[src/rtl/keyboard_pkg.sv]
// Shared types and constants for the PS/2 keyboard buffer.
// KEYBOARD_PARITY_CHECK_EN selects whether the odd-parity helper is used by the receiver.
package keyboard_pkg;

  typedef enum logic [1:0] {
    RX_IDLE,
    RX_DATA,
    RX_PARITY,
    RX_STOP
  } rx_state_t;

  localparam int KBD_VALID_BIT = 15;
  localparam int KBD_OVF_BIT   = 14;
  localparam int PS2_DATA_BITS = 8;

  // PS/2 uses odd parity: data bits plus parity bit must contain an odd number of ones.
  function automatic logic odd_parity_ok(input logic [PS2_DATA_BITS-1:0] data, input logic parity);
    return ^{data, parity};
  endfunction

endpackage

[src/rtl/keyboard_buffer_ps2_receiver.sv]
// PS/2 frame receiver: pin synchronizers, falling-edge detect, frame FSM and timeout.
// Defining KEYBOARD_PARITY_CHECK_EN rejects frames failing the odd-parity check.
module ps2_receiver
  import keyboard_pkg::*;
#(
  parameter int TIMEOUT_CYCLES = 50000
) (
  input  logic                     clk,
  input  logic                     reset_n,
  input  logic                     ps2_clk,
  input  logic                     ps2_data,
  output logic [PS2_DATA_BITS-1:0] code,
  output logic                     push
);

  localparam int TW = (TIMEOUT_CYCLES > 1) ? $clog2(TIMEOUT_CYCLES + 1) : 1;
  localparam logic [TW-1:0] TIMEOUT_LAST = TW'(TIMEOUT_CYCLES - 1);
  localparam int BW = $clog2(PS2_DATA_BITS);
  localparam logic [BW-1:0] LAST_BIT = BW'(PS2_DATA_BITS - 1);

  logic clk_meta, clk_sync, clk_prev;
  logic data_meta, data_sync;
  logic fall;

  rx_state_t                state;
  logic [BW-1:0]            bit_cnt;
  logic [PS2_DATA_BITS-1:0] shift;
  logic [TW-1:0]            timer;
`ifdef KEYBOARD_PARITY_CHECK_EN
  logic                     parity_bit;
`endif

  // Idle PS/2 lines are high, so the synchronizers reset high to avoid a false edge.
  always_ff @(posedge clk) begin
    if (!reset_n) begin
      clk_meta  <= 1'b1;
      clk_sync  <= 1'b1;
      clk_prev  <= 1'b1;
      data_meta <= 1'b1;
      data_sync <= 1'b1;
    end else begin
      clk_meta  <= ps2_clk;
      clk_sync  <= clk_meta;
      clk_prev  <= clk_sync;
      data_meta <= ps2_data;
      data_sync <= data_meta;
    end
  end

  assign fall = clk_prev & ~clk_sync;

  always_ff @(posedge clk) begin
    if (!reset_n) begin
      state      <= RX_IDLE;
      bit_cnt    <= '0;
      shift      <= '0;
      code       <= '0;
      push       <= 1'b0;
      timer      <= '0;
`ifdef KEYBOARD_PARITY_CHECK_EN
      parity_bit <= 1'b0;
`endif
    end else begin
      push <= 1'b0;
      if (state != RX_IDLE && !fall && timer == TIMEOUT_LAST) begin
        state <= RX_IDLE;
        timer <= '0;
      end else begin
        if (fall || state == RX_IDLE) timer <= '0;
        else                          timer <= timer + 1'b1;

        if (fall) begin
          unique case (state)
            RX_IDLE: begin
              if (!data_sync) begin
                state   <= RX_DATA;
                bit_cnt <= '0;
              end
            end
            RX_DATA: begin
              shift   <= {data_sync, shift[PS2_DATA_BITS-1:1]};
              bit_cnt <= bit_cnt + 1'b1;
              if (bit_cnt == LAST_BIT) state <= RX_PARITY;
            end
            RX_PARITY: begin
`ifdef KEYBOARD_PARITY_CHECK_EN
              parity_bit <= data_sync;
`endif
              state <= RX_STOP;
            end
            RX_STOP: begin
`ifdef KEYBOARD_PARITY_CHECK_EN
              if (data_sync && odd_parity_ok(shift, parity_bit)) begin
`else
              if (data_sync) begin
`endif
                code <= shift;
                push <= 1'b1;
              end
              state <= RX_IDLE;
            end
            default: state <= RX_IDLE;
          endcase
        end
      end
    end
  end

endmodule

[src/rtl/keyboard_buffer.sv]
// Keyboard scan-code FIFO feeding the KEYBOARD bus word; each bus read strobe pops one entry.
// Build option KEYBOARD_PARITY_CHECK_EN enables parity rejection in the receiver.
module keyboard_buffer
  import keyboard_pkg::*;
#(
  parameter int DEPTH          = 16,
  parameter int TIMEOUT_CYCLES = 50000
) (
  input  logic                   CLK,
  input  logic                   RESET_N,
  input  logic                   PS2_CLK,
  input  logic                   PS2_DATA,
  input  logic                   ENABLE_KEYBOARD_DATA_BUS,
  output logic [15:0]            KEYBOARD,
  output logic                   KEY_AVAILABLE,
  output logic [$clog2(DEPTH):0] FIFO_COUNT
);

  localparam int AW = $clog2(DEPTH);
  localparam logic [AW:0] FULL_COUNT = (AW + 1)'(DEPTH);

  logic [PS2_DATA_BITS-1:0] rx_code;
  logic                     rx_push;

  logic [PS2_DATA_BITS-1:0] mem [DEPTH];
  logic [AW-1:0]            wr_ptr, rd_ptr;
  logic [AW:0]              count;
  logic                     overflow;
  logic                     strobe_prev;

  logic pop_req, empty, full, do_pop, do_push;
  logic [PS2_DATA_BITS-1:0] head;

  ps2_receiver #(
    .TIMEOUT_CYCLES(TIMEOUT_CYCLES)
  ) u_rx (
    .clk     (CLK),
    .reset_n (RESET_N),
    .ps2_clk (PS2_CLK),
    .ps2_data(PS2_DATA),
    .code    (rx_code),
    .push    (rx_push)
  );

  assign pop_req = ENABLE_KEYBOARD_DATA_BUS & ~strobe_prev;
  assign empty   = (count == '0);
  assign full    = (count == FULL_COUNT);
  assign do_pop  = pop_req & ~empty;
  assign do_push = rx_push & (~full | do_pop);

  always_ff @(posedge CLK) begin
    if (do_push) mem[wr_ptr] <= rx_code;
  end

  // A push into a full FIFO survives only when the head is being popped in the same cycle.
  always_ff @(posedge CLK) begin
    if (!RESET_N) begin
      wr_ptr      <= '0;
      rd_ptr      <= '0;
      count       <= '0;
      overflow    <= 1'b0;
      strobe_prev <= 1'b0;
    end else begin
      strobe_prev <= ENABLE_KEYBOARD_DATA_BUS;
      if (do_push) wr_ptr <= wr_ptr + 1'b1;
      if (do_pop)  rd_ptr <= rd_ptr + 1'b1;
      unique case ({do_push, do_pop})
        2'b10:   count <= count + 1'b1;
        2'b01:   count <= count - 1'b1;
        default: count <= count;
      endcase
      if (pop_req && overflow)             overflow <= 1'b0;
      else if (rx_push && full && !do_pop) overflow <= 1'b1;
    end
  end

  always_comb begin
    head = empty ? '0 : mem[rd_ptr];
    KEYBOARD = '0;
    KEYBOARD[KBD_VALID_BIT] = ~empty;
    KEYBOARD[KBD_OVF_BIT]   = overflow;
    KEYBOARD[PS2_DATA_BITS-1:0] = head;
  end

  assign KEY_AVAILABLE = ~empty;
  assign FIFO_COUNT    = count;

endmodule
[config.mk]
export PLATFORM = sky130hd
export DESIGN_NAME = keyboard_buffer
export DESIGN_NICKNAME = d
export VERILOG_FILES = /design/src/rtl/keyboard_pkg.sv /design/src/rtl/keyboard_buffer_ps2_receiver.sv /design/src/rtl/keyboard_buffer.sv
export SDC_FILE = /design/constraint.sdc
export NUM_CORES = 1
export LEC_CHECK = 0
export CAP_MARGIN = 20
export CORE_ASPECT_RATIO = 1.2
export CORE_MARGIN = 4
export CORE_UTILIZATION = 49
export CTS_BUF_LIST = sky130_fd_sc_hd__clkbuf_8
export DETAILED_ROUTE_END_ITERATION = 16
export DONT_BUFFER_PORTS = 1
export GPL_TIMING_DRIVEN = 0
export PLACE_DENSITY = 0.66
export SETUP_SLACK_MARGIN = 0.02
export SYNTH_ARGS = -nofsm -noshare
export SYNTH_HDL_FRONTEND = slang
export SYNTH_SLANG_ARGS = --single-unit
[constraint.sdc]
create_clock -name CLK -period 2.7 [get_ports CLK]
set_input_delay 0.81 -clock CLK [delete_from_list [all_inputs] [get_ports CLK]]
set_output_delay 0.81 -clock CLK [all_outputs]
set_load 0.005 [all_outputs]
After elaboration in Yosys (flattened, before gate mapping)
Memory sizes are Yosys's and may differ from the RTL's. A register that Yosys moved wholly into a read port is not among the register bits. Cells that the tools add are included.

Register bits after elaboration: 58. RAM bits: 128. Output and inout port bits: 22. Memories kept: 1.

Add/subtract/negate cells: 6. Equal/unequal tests: 10. Mux-type cells: 12. Bitwise gates (word level): 13. Reduce and logical (&&, ||, !) cells: 21.

Memories: mem (depth 16, bits a word 8, rd ports 1, clocked after Yosys merged registers in 1, write ports 1, RTL line keyboard_buffer.sv:25) `logic [PS2_DATA_BITS-1:0] mem [DEPTH];`.

Operator list (number): 16-bit by 1-bit adder with 16-bit output (second input constant) (1); 16-bit == test (second input constant) (1); 5-bit one-hot mux with 2 select lines (1); 4-bit by 1-bit adder with 4-bit output (second input constant) (2); 4-bit 2-to-1 mux (2); 8-bit 2-to-1 mux (1); 1-bit NOT (8); 2-bit one-hot mux with 4 select lines (1); 4-bit AND reduction (2); 2-bit == test (second input constant) (3); 3-bit one-hot mux with 2 select lines (1); 3-bit AND reduction (2); 2-bit nonzero test (3); 5-bit by 1-bit adder with 5-bit output (second input constant) (1); 5-bit == test (second input constant) (1); 1-bit logical AND (5); 5-bit zero test (1); 5-bit by 1-bit subtractor with 5-bit output (second input constant) (1); 1-bit AND (4); 2-bit by 1-bit == test with 1-bit output (second input constant) (2); 2-bit 2-to-1 mux (2); 2-bit OR reduction (2); 4-bit OR reduction (1); 3-bit by 1-bit adder with 3-bit output (second input constant) (1); other kinds (10) (13).

Depth between registers and ports, before layout
Gate-level depths: netlist (run 1).

Depth in word-level cells: 7. Gate-level depth with buffers: 11. Depth with buffers taken out: 10.

Hierarchy
A second synthesis (run 1) with hierarchy kept.

Cells, all modules: 508. Area total of the unflattened synthesis: 7728.7 um^2.

By module, submodules not included: keyboard_buffer (instances 1, cells an instance 313, area an instance 5921.9 um^2, sequential area each 4224.1 um^2); ps2_receiver (instances 1, cells an instance 195, area an instance 1806.7 um^2, sequential area each 860.8 um^2).

Least setup slack after synthesis (run 1)
Ideal clock, no wire load.

Path type: reg2out. From: register with a tool-made name. To: output port KEYBOARD[0]. Data arrival time: 1.861 ns. Setup slack: 0.029 ns. Cell stages (with the launch flop): 6. Buffers on the path: 2. Cells stage by stage: dfxtp_1 > buf_2 > buf_2 > mux4_2 > mux4_2 > and2_1.

RTL lines: end: declaration (RTL line keyboard_buffer.sv:14) `output logic [15:0] KEYBOARD,`.

==> results.cfg, run 1 <==
[floorplan]
rows = 49
core_area_mm2 = 0.0152
die_h_um = 145
die_area_mm2 = 0.0178
initial_core_util_pct = 50.6
io_pins = 27
fp.dieW_um = 122

[setup_path]
crit_type = reg2out
end_kind = primary output
worst-endpoint-required_ps = 1890
critPathLaunchType = flop
ff2ff_setup_slack_ps = 240
ff2ff_path_depth = 5
worstPathArrival_ps = 2330
r2r-start = strobe_prev
timing.rr.end = mem[1][4]
crit_path_max_fanout = 5

[layout]
num_antenna_cells = 0
syn2layout_area_growth_pct = 12.5
fin_cells = 765
drive_above_1_share_pct = 21.9
layout.nets = 567
fill_cells = 1260

[power_and_ir_drop]
power_density_mw_per_mm2 = 643
p_clk_share_pct = 33.1
vdd_drop_max_mv = 0.364
total_power_w = 0.00556
switchingPower_w = 0.00125
p_leak_nw = 2.82
p_int_w = 0.00431
seqPwrFrac_pct = 55.9
power_frac_comb_pct = 11.0
p_sw_share_pct = 22.5

[clocking]
cts_buffers = 17
cts.clk_slew.worst_paths_ps = 80
cts-hold-fix-buffers = 0
cts_buffer_depth = 2
cts_tree = yes
insertion_delay_ps = 460
cts_max_level = 4
cts_sinks = 190
cts_root_buffer = clkbuf_8

[synthesis]
async_flop_share_pct = 0
synth-adder-area-share_pct = 2.28
synth_compound_area_share_pct = 4.02
synth_edf_count = 128
synth-seq-cells = 190
synth_simple_gate_area_share_pct = 10.0
synthCells = 512
synth_mux_area_share_pct = 12.4
yosysUniqueCellTypes = 44
synth_top_family_by_area = multiplexers
postSynth.topFlopCell = edfxtp_1
synthXorXnorAreaFrac_pct = 2.62
ys_seq_area_share_pct = 66.1
yosysWarnings = 0
syn_area_mm2 = 0.00769
syn_avg_cell_area_um2 = 15.0

[timing]
drv_slew = 0
rsz0062_at_grt = true
fin_crit_sh_pct = 116
fin_crit_ps = 3140
worst_slew_pin_slew_ps = 846
relSlewSlack_pct = 43.4
fin_tns_setup_ps = -3420
fmax_ghz = 0.318
fin_skew_ps = 9.91
fin_ws_ps = -442
whs_ps = 416
setup_viol = 9
hold_violations = 0

[status]
failed_checks = negative setup slack
outcome = complete, but fails checks

[place]
portBuffers = 0
dp_hpwl_mm = 10.0
gp_congestion = 0.838
dp_cells = 725

[routing]
routed_wl_mm = 14.6
ant_nets = 0
wl_per_cell_um = 19.1
drtIter0Drc = 285
drc_errors = 0
dr.pass1.iters = 4
vias_per_cell = 5.43
vias = 4152

[global_route]
antenna_found_initial = 0
gr-total-overflow = 0
grt_max_degree = 18
grt_pass1_wl_mm = 23.4
gr-usage-all-layers_pct = 17.5
grt_pass1_vias = 4227

[hold_path]
hold_end = u_rx.data_sync
min_path_cells = 1
worstHoldPathType = reg2reg
min_from = u_rx.data_meta

[job]
max_cap_viol_count = 0
==> final cells by class <==
| type | count | area [µm²] | area share (%) |
|---|---|---|---|
| inverters | 12 | 48.8 | 0.564 |
| flip-flops and latches | 190 | 5090 | 58.9 |
| repair buffers | 11 | 139 | 1.61 |
| multi-input cells | 287 | 2490 | 28.8 |
| well taps | 204 | 255 | 2.95 |
| repair inverters | 1 | 7.51 | 0.0868 |
| clock inverters | 15 | 154 | 1.78 |
| plain buffers | 28 | 224 | 2.59 |
| clock buffers | 17 | 234 | 2.70 |
==> worst max-delay path: stages, from the launching register on <==
cell	delay, ps
dfxtp_2	350
buf_12	140
buf_12	110
buf_16	110
mux4_2	500
mux4_2	480
and2_4	170
==> per-layer routing <==
metal,track usage (%),vias to the layer above,share of wire (%)
met5,0,-,0
met4,5.04,0,1.0
met3,3.85,11,4.6
met2,29.7,84,54
met1,22.6,2094,40
li1,-,1963,-
==> flip-flops by register name (all words and copies together) (netlist names), named ones only <==
signal and cells:
wr_ptr 4, u_rx.clk_meta 1, u_rx.timer 16, u_rx.bit_cnt 3
u_rx.data_sync 1, strobe_prev 1, u_rx.state 2, u_rx.shift 8
u_rx.clk_sync 1, FIFO_COUNT 5, u_rx.clk_prev 1, mem 128
u_rx.data_meta 1, u_rx.code 8, overflow 1, u_rx.push 1
rd_ptr 4
==> how the worst max path moves through the flow <==
stage / startpoint / to / slack, ps / cells after the start
floorplan: flop / KEYBOARD[0] / 30 / 5
global placement: ENABLE_KEYBOARD_DATA_BUS / mem[3][4] / -700 / 4
detailed placement: ENABLE_KEYBOARD_DATA_BUS / mem[2][4] / -530 / 5
CTS: flop / KEYBOARD[6] / -490 / 6
global route: flop / KEYBOARD[6] / -520 / 6
finish: flop / KEYBOARD[6] / -440 / 6
==> cell usage after synthesis (2+ instances only) <==
master	instances	area [µm²]
nor3_1	7	35.0
nand2b_1	8	50.1
a31oi_1	2	12.5
nand4_1	5	31.3
mux2i_1	3	30.0
xor2_1	10	87.6
and2_1	20	125
buf_2	5	25.0
edfxtp_1	128	3840
o21ai_0	9	45.0
clkbuf_1	13	48.8
ha_1	14	175
a21boi_0	19	143
nor4_1	2	12.5
nor2b_1	5	31.3
a211oi_1	2	15.0
a21oi_1	3	15.0
and3_1	3	18.8
nand2_1	42	158
xnor2_1	13	114
mux4_2	40	901
buf_4	8	60.1
nor2_1	37	139
and4_1	3	26.3
dfxtp_1	62	1240
a32oi_1	2	17.5
inv_1	12	45.0
nand3_1	19	95.1
==> cells in the final DEF (no fill, tap or decap), types with 5 or more instances in the layout <==
cell type | Yosys | final
a21boi_0 | 19 | 19
inv_1 | 12 | 13
o21ai_0 | 9 | 9
nand4_1 | 5 | 5
dfxtp_1 | 62 | 57
clkbuf_8 | 0 | 17
xor2_1 | 10 | 10
nand3_1 | 19 | 19
nor2b_1 | 5 | 5
nor2_1 | 37 | 34
buf_4 | 8 | 14
edfxtp_1 | 128 | 128
and2_4 | 0 | 8
nand2b_1 | 8 | 8
xnor2_1 | 13 | 13
ha_1 | 14 | 14
buf_12 | 0 | 5
nand2_1 | 42 | 42
and2_1 | 20 | 12
conb_1 | 1 | 6
mux4_2 | 40 | 40
clkbuf_1 | 13 | 10
==> stage by stage <==
step	setup WS [ps]	cell area [µm²]	util, %
after detailed placement	-532	8000	52.6
after global routing	-523	8650	56.9
after floorplan	29.4	7710	-
after CTS	-492	8630	56.7
after global placement	-702	7970	52.4
final	-442	8650	56.9
==> logic make-up after synthesis <==
| group | count (synthesis) |
|---|---|
| flip-flops | 190 |
| AND/OR/NAND/NOR | 157 |
| multiplexers | 44 |
| AO/OA/AOI/OAI | 43 |
| buffers and inverters | 40 |
| XOR/XNOR | 23 |
| adder cells (fa/ha/maj) | 14 |
| other | 1 |
==> timing repair <==
action,in CTS,in global routing
buffers inserted,5,0
gates resized for setup,44,8
endpoints found under the hold margin,0,0
gates cloned,3,0
endpoints found under the setup margin,26,95
pin swaps,5,1
==> power groups by stage <==
stage	Sequential (W)	Combinational, W	Clock [W]
after global routing	0.00311	0.000664	0.00201
final	0.00311	0.000614	0.00184
after floorplan	0.00317	0.000348	0
after CTS	0.00311	0.000619	0.00187
after detailed placement	0.00317	0.000445	0
after global placement	0.00317	0.000436	0
Note: power is estimated with default switching activity, not from simulation.
==> inputs of run 2 (changes only) <==
--- a/config.mk
+++ b/config.mk
@@ -7,7 +7,7 @@
 export LEC_CHECK = 0
 export CAP_MARGIN = 20
 export CORE_ASPECT_RATIO = 1.2
-export CORE_MARGIN = 4
+export CORE_MARGIN = 10
 export CORE_UTILIZATION = 49
 export CTS_BUF_LIST = sky130_fd_sc_hd__clkbuf_8
 export DETAILED_ROUTE_END_ITERATION = 16
==> run 2 against run 1 <==
Effect of this change:
- the run still ends with negative setup slack left
- register-to-register slack about the same
- combinational power about the same
- final area down 0.17%
- critical path depth down 1
- clock skew about the same
- worst setup slack better by 18 ps
- maximum frequency up 0.58%
- worst hold slack worse by 3.8 ps
- die area up 19%
- core utilization down 1.2 points
- largest power group unchanged
==> results.cfg, run 2 (synthesized netlist as in run 1, its figures left out) <==
[layout]
top_register = mem
post-route-util_pct = 55.7
mostFrequentLayoutCell = edfxtp_1
syn2layout_area_growth_pct = 12.3
layout.nets = 566
largestRegisters = mem x128, u_rx.timer x16
num_antenna_cells = 0
largest_reg_flops = 128
drive_above_1_share_pct = 22.1
most-common-layout-cells = edfxtp_1 (128), dfxtp_1 (56), nand2_1 (42), mux4_2 (40), nor2_1 (33)
fin_area_mm2 = 0.00864

[timing]
fin_crit_ps = 3120
setup_viol = 10
hold_violations = 0
fin_skew_ps = 9.47
drv_slew = 0
fin_crit_sh_pct = 116
fin_ws_ps = -424
rsz0062_at_grt = true
fmax_ghz = 0.320
relSlewSlack_pct = 44.9
worst_slew_pin_slew_ps = 823

[clocking]
cts.clk_slew.worst_paths_ps = 80
cts-hold-fix-buffers = 0
insertion_delay_ps = 460
cts_buffers = 17
cts_sinks = 190
cts_max_level = 4
cts_tree = yes
cts_buffer_depth = 2
cts_root_buffer = clkbuf_8

[floorplan]
fp.dieW_um = 134
io_pins = 27
die_h_um = 157
initial_core_util_pct = 49.6
core_area_mm2 = 0.0155
rows = 50
die_area_mm2 = 0.0211

[power_and_ir_drop]
vdd_drop_max_mv = 0.321
p_leak_nw = 2.81
power_density_mw_per_mm2 = 646

[global_route]
grt_pass1_vias = 4303
grt_pass1_wl_mm = 23.6
gr-total-overflow = 0
antenna_found_initial = 0
gr-usage-all-layers_pct = 14.7
grt_max_degree = 18

[setup_path]
worst-endpoint-required_ps = 1890
crit_type = reg2out
cp_num_buf_inv = 2
end_kind = primary output
cpMaxStageDelayCell = mux4_2
critical-path-top-delay-family = multiplexers
crit_chain = buf_12 -> buf_12 -> mux4_2 -> mux4_2 -> and2_4
critPathLaunchType = flop
crit_path_max_fanout = 6
critPathMaxStageDelay_ps = 550
worstPathArrival_ps = 2310

[status]
outcome = complete, but fails checks
failed_checks = negative setup slack

[routing]
drc_errors = 0
wl_per_cell_um = 19.2
drtIter0Drc = 305
routed_wl_mm = 14.8
vias_per_cell = 5.45
ant_nets = 0
dr.pass1.iters = 6
vias = 4183

[place]
pre_cts_slack_ps = -349
portBuffers = 0
post_dp_cell_area_mm2 = 0.00800
gp_congestion = 0.818
dp_hpwl_mm = 10.0

[job]
max_cap_viol_count = 0

[hold_path]
worstHoldPathType = reg2reg
run 2: cell types whose count changed in the layout (fill, tap and decap cells not counted), moves of 2 or more:
cell / before / now
clkinv_1: 4 / 0
nor3_1: 4 / 7
nor3_2: 3 / 0
clkbuf_8: 17 / 19
clkinv_2: 2 / 4
clkinv_4: 2 / 0
clkinvlp_4: 2 / 4
run 2: layout make-up:
class                      count  area (µm²)
buffer                        28         230
fill                        1300        6880
timing repair inverter         1        7.51
timing repair buffer          10         113
sequential                   190        5090
inverter                      12        48.8
clock inverter                14         151
clock buffer                  18         248
tap                          208         260
multi-input combinational    287        2480
run 2: what timing repair did:
action,CTS,global route
pin swaps,8,1
setup buffers,4,0
endpoints found under the hold margin,0,0
gates resized for setup,39,11
cloned,2,1
endpoints found under the setup margin,10,96
run 2: final timing paths:
kind	from	end	slack, ps	cells after the start
setup / recovery	flop	KEYBOARD[5]	-420	5
hold / removal	u_rx.data_meta	u_rx.data_sync	410	1
setup reg to reg	FIFO_COUNT[1]	FIFO_COUNT[4]	250	10
hold reg to reg	u_rx.data_meta	u_rx.data_sync	410	1
run 2: per-stage QoR:
step           total power, W  cells  TNS [ps]  hold slack (ps)
3_3_place_gp          0.00361    725    -43070              392
4_1_cts               0.00560    767     -3790              398
6_report              0.00558    768     -3320              412
2_1_floorplan         0.00351    517         0              386
5_1_grt               0.00578    768     -4120              402
3_5_place_dp          0.00363    729    -32270              393
run 2: per-layer routing:
metal | GRT usage (%) | vias up | part of all wire (%)
li1 | - | 1969 | -
met1 | 17.8 | 2090 | 41
met2 | 25.1 | 104 | 52
met3 | 3.83 | 20 | 5.6
met4 | 5.03 | 0 | 1.4
met5 | 0 | - | 0
run 2: power breakdown:
group          total (W)  internal [W]  switching (W)
Sequential       0.00311       0.00308      0.0000276
Combinational   0.000611      0.000321       0.000291
Clock            0.00185      0.000926       0.000927
Total            0.00558       0.00433        0.00125
run 2: worst reg2reg max path: cells and delay by family (launching register included):
family,cells,cell delay [ps]
and+or+nand+nor,3,690
DFF,1,340
muxes,1,200
adders and majority gates,1,340
buffers and inverters,2,200
AOI/OAI and AO/OA,3,630
==> inputs of run 3 (changes only) <==
--- a/config.mk
+++ b/config.mk
@@ -6,7 +6,7 @@
 export NUM_CORES = 1
 export LEC_CHECK = 0
 export CAP_MARGIN = 20
-export CORE_ASPECT_RATIO = 1.2
+export CORE_ASPECT_RATIO = 0.8
 export CORE_MARGIN = 10
 export CORE_UTILIZATION = 49
 export CTS_BUF_LIST = sky130_fd_sc_hd__clkbuf_8
==> run 3 against run 2 <==
Effect of this change:
- the flow still finishes with violations (negative setup slack)
- power up 1.5%
- combinational power up 9.7%
- cell count up 0.65%
- via count up 1.9%
- core utilization up 1.4 points
- critical endpoint is now KEYBOARD[0]
- flip-flop and latch count unchanged
- first-iteration DRC count down 8.9%
- worst hold slack better by 4.3 ps
- maximum frequency about the same
- clock power about the same
==> results.cfg, run 3 (synthesized netlist as in run 1, its figures left out) <==
[layout]
top_register = mem
multi_input_area_mm2 = 0.00248
layout.nets = 569
fin_cells = 773
fin_area_mm2 = 0.00868
most-common-layout-cells = edfxtp_1 (128), dfxtp_1 (59), nand2_1 (42), mux4_2 (40), nor2_1 (36)
mostFrequentLayoutCell = edfxtp_1
area.sequential_mm2 = 0.00509
num_antenna_cells = 0
largestRegisters = mem x128, u_rx.timer x16
syn2layout_area_growth_pct = 12.9
largest_reg_flops = 128
drive_above_1_share_pct = 21.8
fill_cells = 1220

[hold_path]
min_from = u_rx.data_meta
worstHoldPathType = reg2reg
min_path_cells = 1
hold_end = u_rx.data_sync

[setup_path]
r2r-start = strobe_prev
crit_path_max_fanout = 7
critPathLaunchType = flop
ff2ff_setup_slack_ps = 290
end_kind = primary output
worst-endpoint-required_ps = 1890
worstPathArrival_ps = 2310
ff2ff_path_depth = 4
timing.rr.end = mem[12][0]
crit_type = reg2out

[clocking]
cts.clk_slew.worst_paths_ps = 90
cts_max_level = 4
insertion_delay_ps = 460
cts_root_buffer = clkbuf_8
cts_tree = yes
cts-hold-fix-buffers = 0
cts_buffer_depth = 2
cts_sinks = 190
cts_buffers = 17

[power_and_ir_drop]
power_density_mw_per_mm2 = 652
p_leak_nw = 2.83
vdd_drop_max_mv = 0.415
total_power_w = 0.00566

[floorplan]
core_area_mm2 = 0.0152
io_pins = 27
fp.dieW_um = 160
die_area_mm2 = 0.0211
rows = 40
die_h_um = 132
initial_core_util_pct = 50.6

[global_route]
grt_pass1_wl_mm = 23.6
gr-usage-all-layers_pct = 14.5
antenna_found_initial = 0
grt_max_degree = 18
gr-total-overflow = 0
grt_pass1_vias = 4288

[timing]
fmax_ghz = 0.320
setup_viol = 9
worst_slew_pin_slew_ps = 964
drv_slew = 0
relSlewSlack_pct = 35.5
fin_crit_ps = 3120
fin_crit_sh_pct = 116
rsz0062_at_grt = true
fin_ws_ps = -424
hold_violations = 0
fin_skew_ps = 13.6

[routing]
drc_errors = 0
drtIter0Drc = 278
dr.pass1.iters = 4
drt-met1-wl_mm = 6.54
vias_per_cell = 5.51
routed_wl_mm = 15.1
ant_nets = 0
wl_met3_um = 791
highest_layer = met4
wl_per_cell_um = 19.5
met2_length_mm = 7.59
vias = 4263

[place]
dp_hpwl_mm = 9.77
portBuffers = 0
gp_congestion = 0.800
dp_cells = 731
post_dp_cell_area_mm2 = 0.00800
pre_cts_slack_ps = -475

[status]
outcome = complete, but fails checks
failed_checks = negative setup slack

[job]
max_cap_viol_count = 0
-- run 3: cell types whose count changed in the layout (fill, tap and decap cells not counted), moves of 2 or more --
cell,delta
clkinv_4,+4
dfxtp_1,+3
dfxtp_2,-3
nor2_1,+3
nor2_2,-3
buf_2,+2
clkbuf_8,-2
inv_1,-2
-- run 3: how the worst max path moves through the flow --
| stage | cells past startpoint | end | slack [ps] |
|---|---|---|---|
| 2_1_floorplan | 5 | KEYBOARD[0] | 30 |
| 3_3_place_gp | 4 | mem[2][7] | -650 |
| 3_5_place_dp | 5 | mem[2][7] | -480 |
| 4_1_cts | 5 | KEYBOARD[3] | -460 |
| 5_1_grt | 5 | KEYBOARD[3] | -490 |
| 6_report | 5 | KEYBOARD[0] | -420 |
-- run 3: critical path: stages, from the launching register on --
cell,delay (ps)
dfxtp_2,350
buf_12,150
buf_12,140
mux4_2,540
mux4_2,490
and2_4,180
-- run 3: area by class of cell --
type	instances	share of cell area [%]
Sequential cell	190	58.7
Multi-Input combinational cell	287	28.6
Tap cell	210	3.03
Clock buffer	17	2.70
Buffer	28	2.58
Clock inverter	15	1.97
Timing Repair Buffer	13	1.85
Inverter	12	0.562
Timing Repair inverter	1	0.0865
-- run 3: stage by stage --
stage,setup TNS (ps),util [%],hold WS (ps)
detailed placement,-38690,52.6,397
finish,-3330,57.0,417
CTS,-3760,56.6,390
floorplan,0,-,386
global route,-4120,57.0,387
global placement,-48410,52.4,390
-- run 3: routing by layer --
layer / vias up / GRT usage, %
met5: - / 0
met4: 0 / 4.53
met2: 100 / 24.4
li1: 1978 / -
met3: 17 / 4.15
met1: 2168 / 17.8
-- run 3: where the power goes --
group	internal (W)	switching [W]	total (W)
Sequential	0.00308	0.0000256	0.00311
Combinational	0.000363	0.000307	0.000670
Clock	0.000911	0.000969	0.00188
Total	0.00436	0.00130	0.00566
-- run 3: repair_timing --
| action | CTS | global route |
|---|---|---|
| pin swaps | 4 | 1 |
| setup buffers | 5 | 1 |
| endpoints found under the setup margin | 34 | 12 |
| resized for setup | 40 | 4 |
| gates cloned | 2 | 2 |
==> edit: new RTL, config.mk and constraints of run 1 <==
The 4 states of `rx_state_t` get a one-hot encoding in 4 bits.
--- a/src/rtl/keyboard_pkg.sv
+++ b/src/rtl/keyboard_pkg.sv
@@ -3,9 +3,9 @@
 package keyboard_pkg;
 
-  typedef enum logic [1:0] {
-    RX_IDLE,
-    RX_DATA,
-    RX_PARITY,
-    RX_STOP
+  typedef enum logic [3:0] {
+    RX_IDLE   = 4'b0001,
+    RX_DATA   = 4'b0010,
+    RX_PARITY = 4'b0100,
+    RX_STOP   = 4'b1000
   } rx_state_t;
 
Check against the original RTL: no difference found for any inputs over 10 cycles, from zero or initial values and one cycle with RESET_N low; not proved beyond that.
==> edit against run 1 <==
- the run still ends with setup timing left
- critical endpoint unchanged
- design area down 1.0%
- synthesized area down 0.57%
- routed wire length down 2.0%
- sequential cell count up 2
- global-route usage about the same
- synthesized cell count up 0.20%
- setup slack better by 33 ps
- highest routed layer unchanged
Power is not compared: it rests on default switching activity, and its combinational part moved more than twofold at a synthesized area within 25%.
==> edit: results <==
[status]
status = finished, violations left
violations = setup timing

[finish]
fill_cells = 1243
nets = 560
drive_gt1_frac = 0.208

[global_route]
grt_pass1_vias = 4104
grtUsageTotal = 0.175
grt_pass1_wl_um = 22700

[timing]
setup_violations = 8
tightestPinTransition_ps = 916
layout_setup_ws_ps = -409
skew_ps = 10.7

[placed_design]
dp.final_hpwl_um = 9650
place_inst = 726
placed_cell_area_um2 = 7960
gp_congestion = 0.785
post-place-ws_ps = -265

[synthesis]
ys_seq_area_frac = 0.670
synth_commonest_cells = 128 x edfxtp_1, 68 x nor2_1, 64 x dfxtp_1
synthTopCellsByArea = edfxtp_1 50%, dfxtp_1 17%, mux4_2 12%, nor2_1 3.3%, nand2_1 1.8%
avgSynthCellArea_um2 = 14.9
synth_cell_types = 42

[routing]
drt-initial-drc-count = 241
finalWirelength_um = 14300
drt-wirelength-per-cell_um = 18.8
viasPerCell = 5.33

[power_and_ir_drop]
ir_worst_vdd_mv = 0.442

[setup_path]
critical_path.max_fanout = 6
cp.arrival_ps = 2300

[cts]
htreeDepth = 4
==> edit: changes by cell type in the layout (fill, tap and decap cells not counted), sizes merged, moves of 6 or more <==
cell / change
mux2i: +8
nand2: -6
and2: -16
nand3: -15
nor2: +30
a21boi: -19
a21oi: +14
==> edit: path summary, 6_finish.rpt <==
kind | startpoint | endpoint | slack, ps | depth (start not counted)
max | flop | KEYBOARD[6] | -410 | 5
min | u_rx.data_meta | u_rx.data_sync | 420 | 1
max reg2reg | FIFO_COUNT[1] | mem[4][1] | 210 | 5
min reg2reg | u_rx.data_meta | u_rx.data_sync | 420 | 1
==> edit: repair_timing <==
action                                  in CTS  in global routing
buffers inserted                             3                  0
endpoints found under the setup margin      10                 17
pin swaps                                    1                  0
gates cloned                                 2                  0
resized for setup                           33                  7
==> edit: layout make-up <==
type	instances	area, µm²	share of cell area
plain buffers	31	238	0.0278
clock buffers	17	234	0.0273
clock inverters	15	181	0.0212
inverters	10	37.5	0.00438
multi-input cells	285	2400	0.280
flip-flops and latches	192	5130	0.599
well taps	204	255	0.0298
repair buffers	8	87.6	0.0102
==> edit: cell families after synthesis <==
kind of cell,after synthesis,share of synthesized area
fa+ha+maj,10,0.0164
mux,53,0.135
compound gates,33,0.0268
flops,192,0.670
xor+xnor,24,0.0275
buf+inv,41,0.0262
simple gates,159,0.0975
other cells,1,0.000490
==> edit: routing by layer <==
layer	part of all wire	vias up	wire length [µm]	GRT usage
met5	0	-	0	0
met4	0.016	0	225	0.0667
met3	0.036	18	521	0.0338
met2	0.54	61	7810	0.312
met1	0.40	2042	5780	0.212
li1	-	1942	-	-
==> edit: critical path: stages (launching register included) <==
cell     delay (ps)
dfxtp_2         350
buf_12          150
buf_12          130
mux4_2          540
mux4_2          510
nor2b_4         150
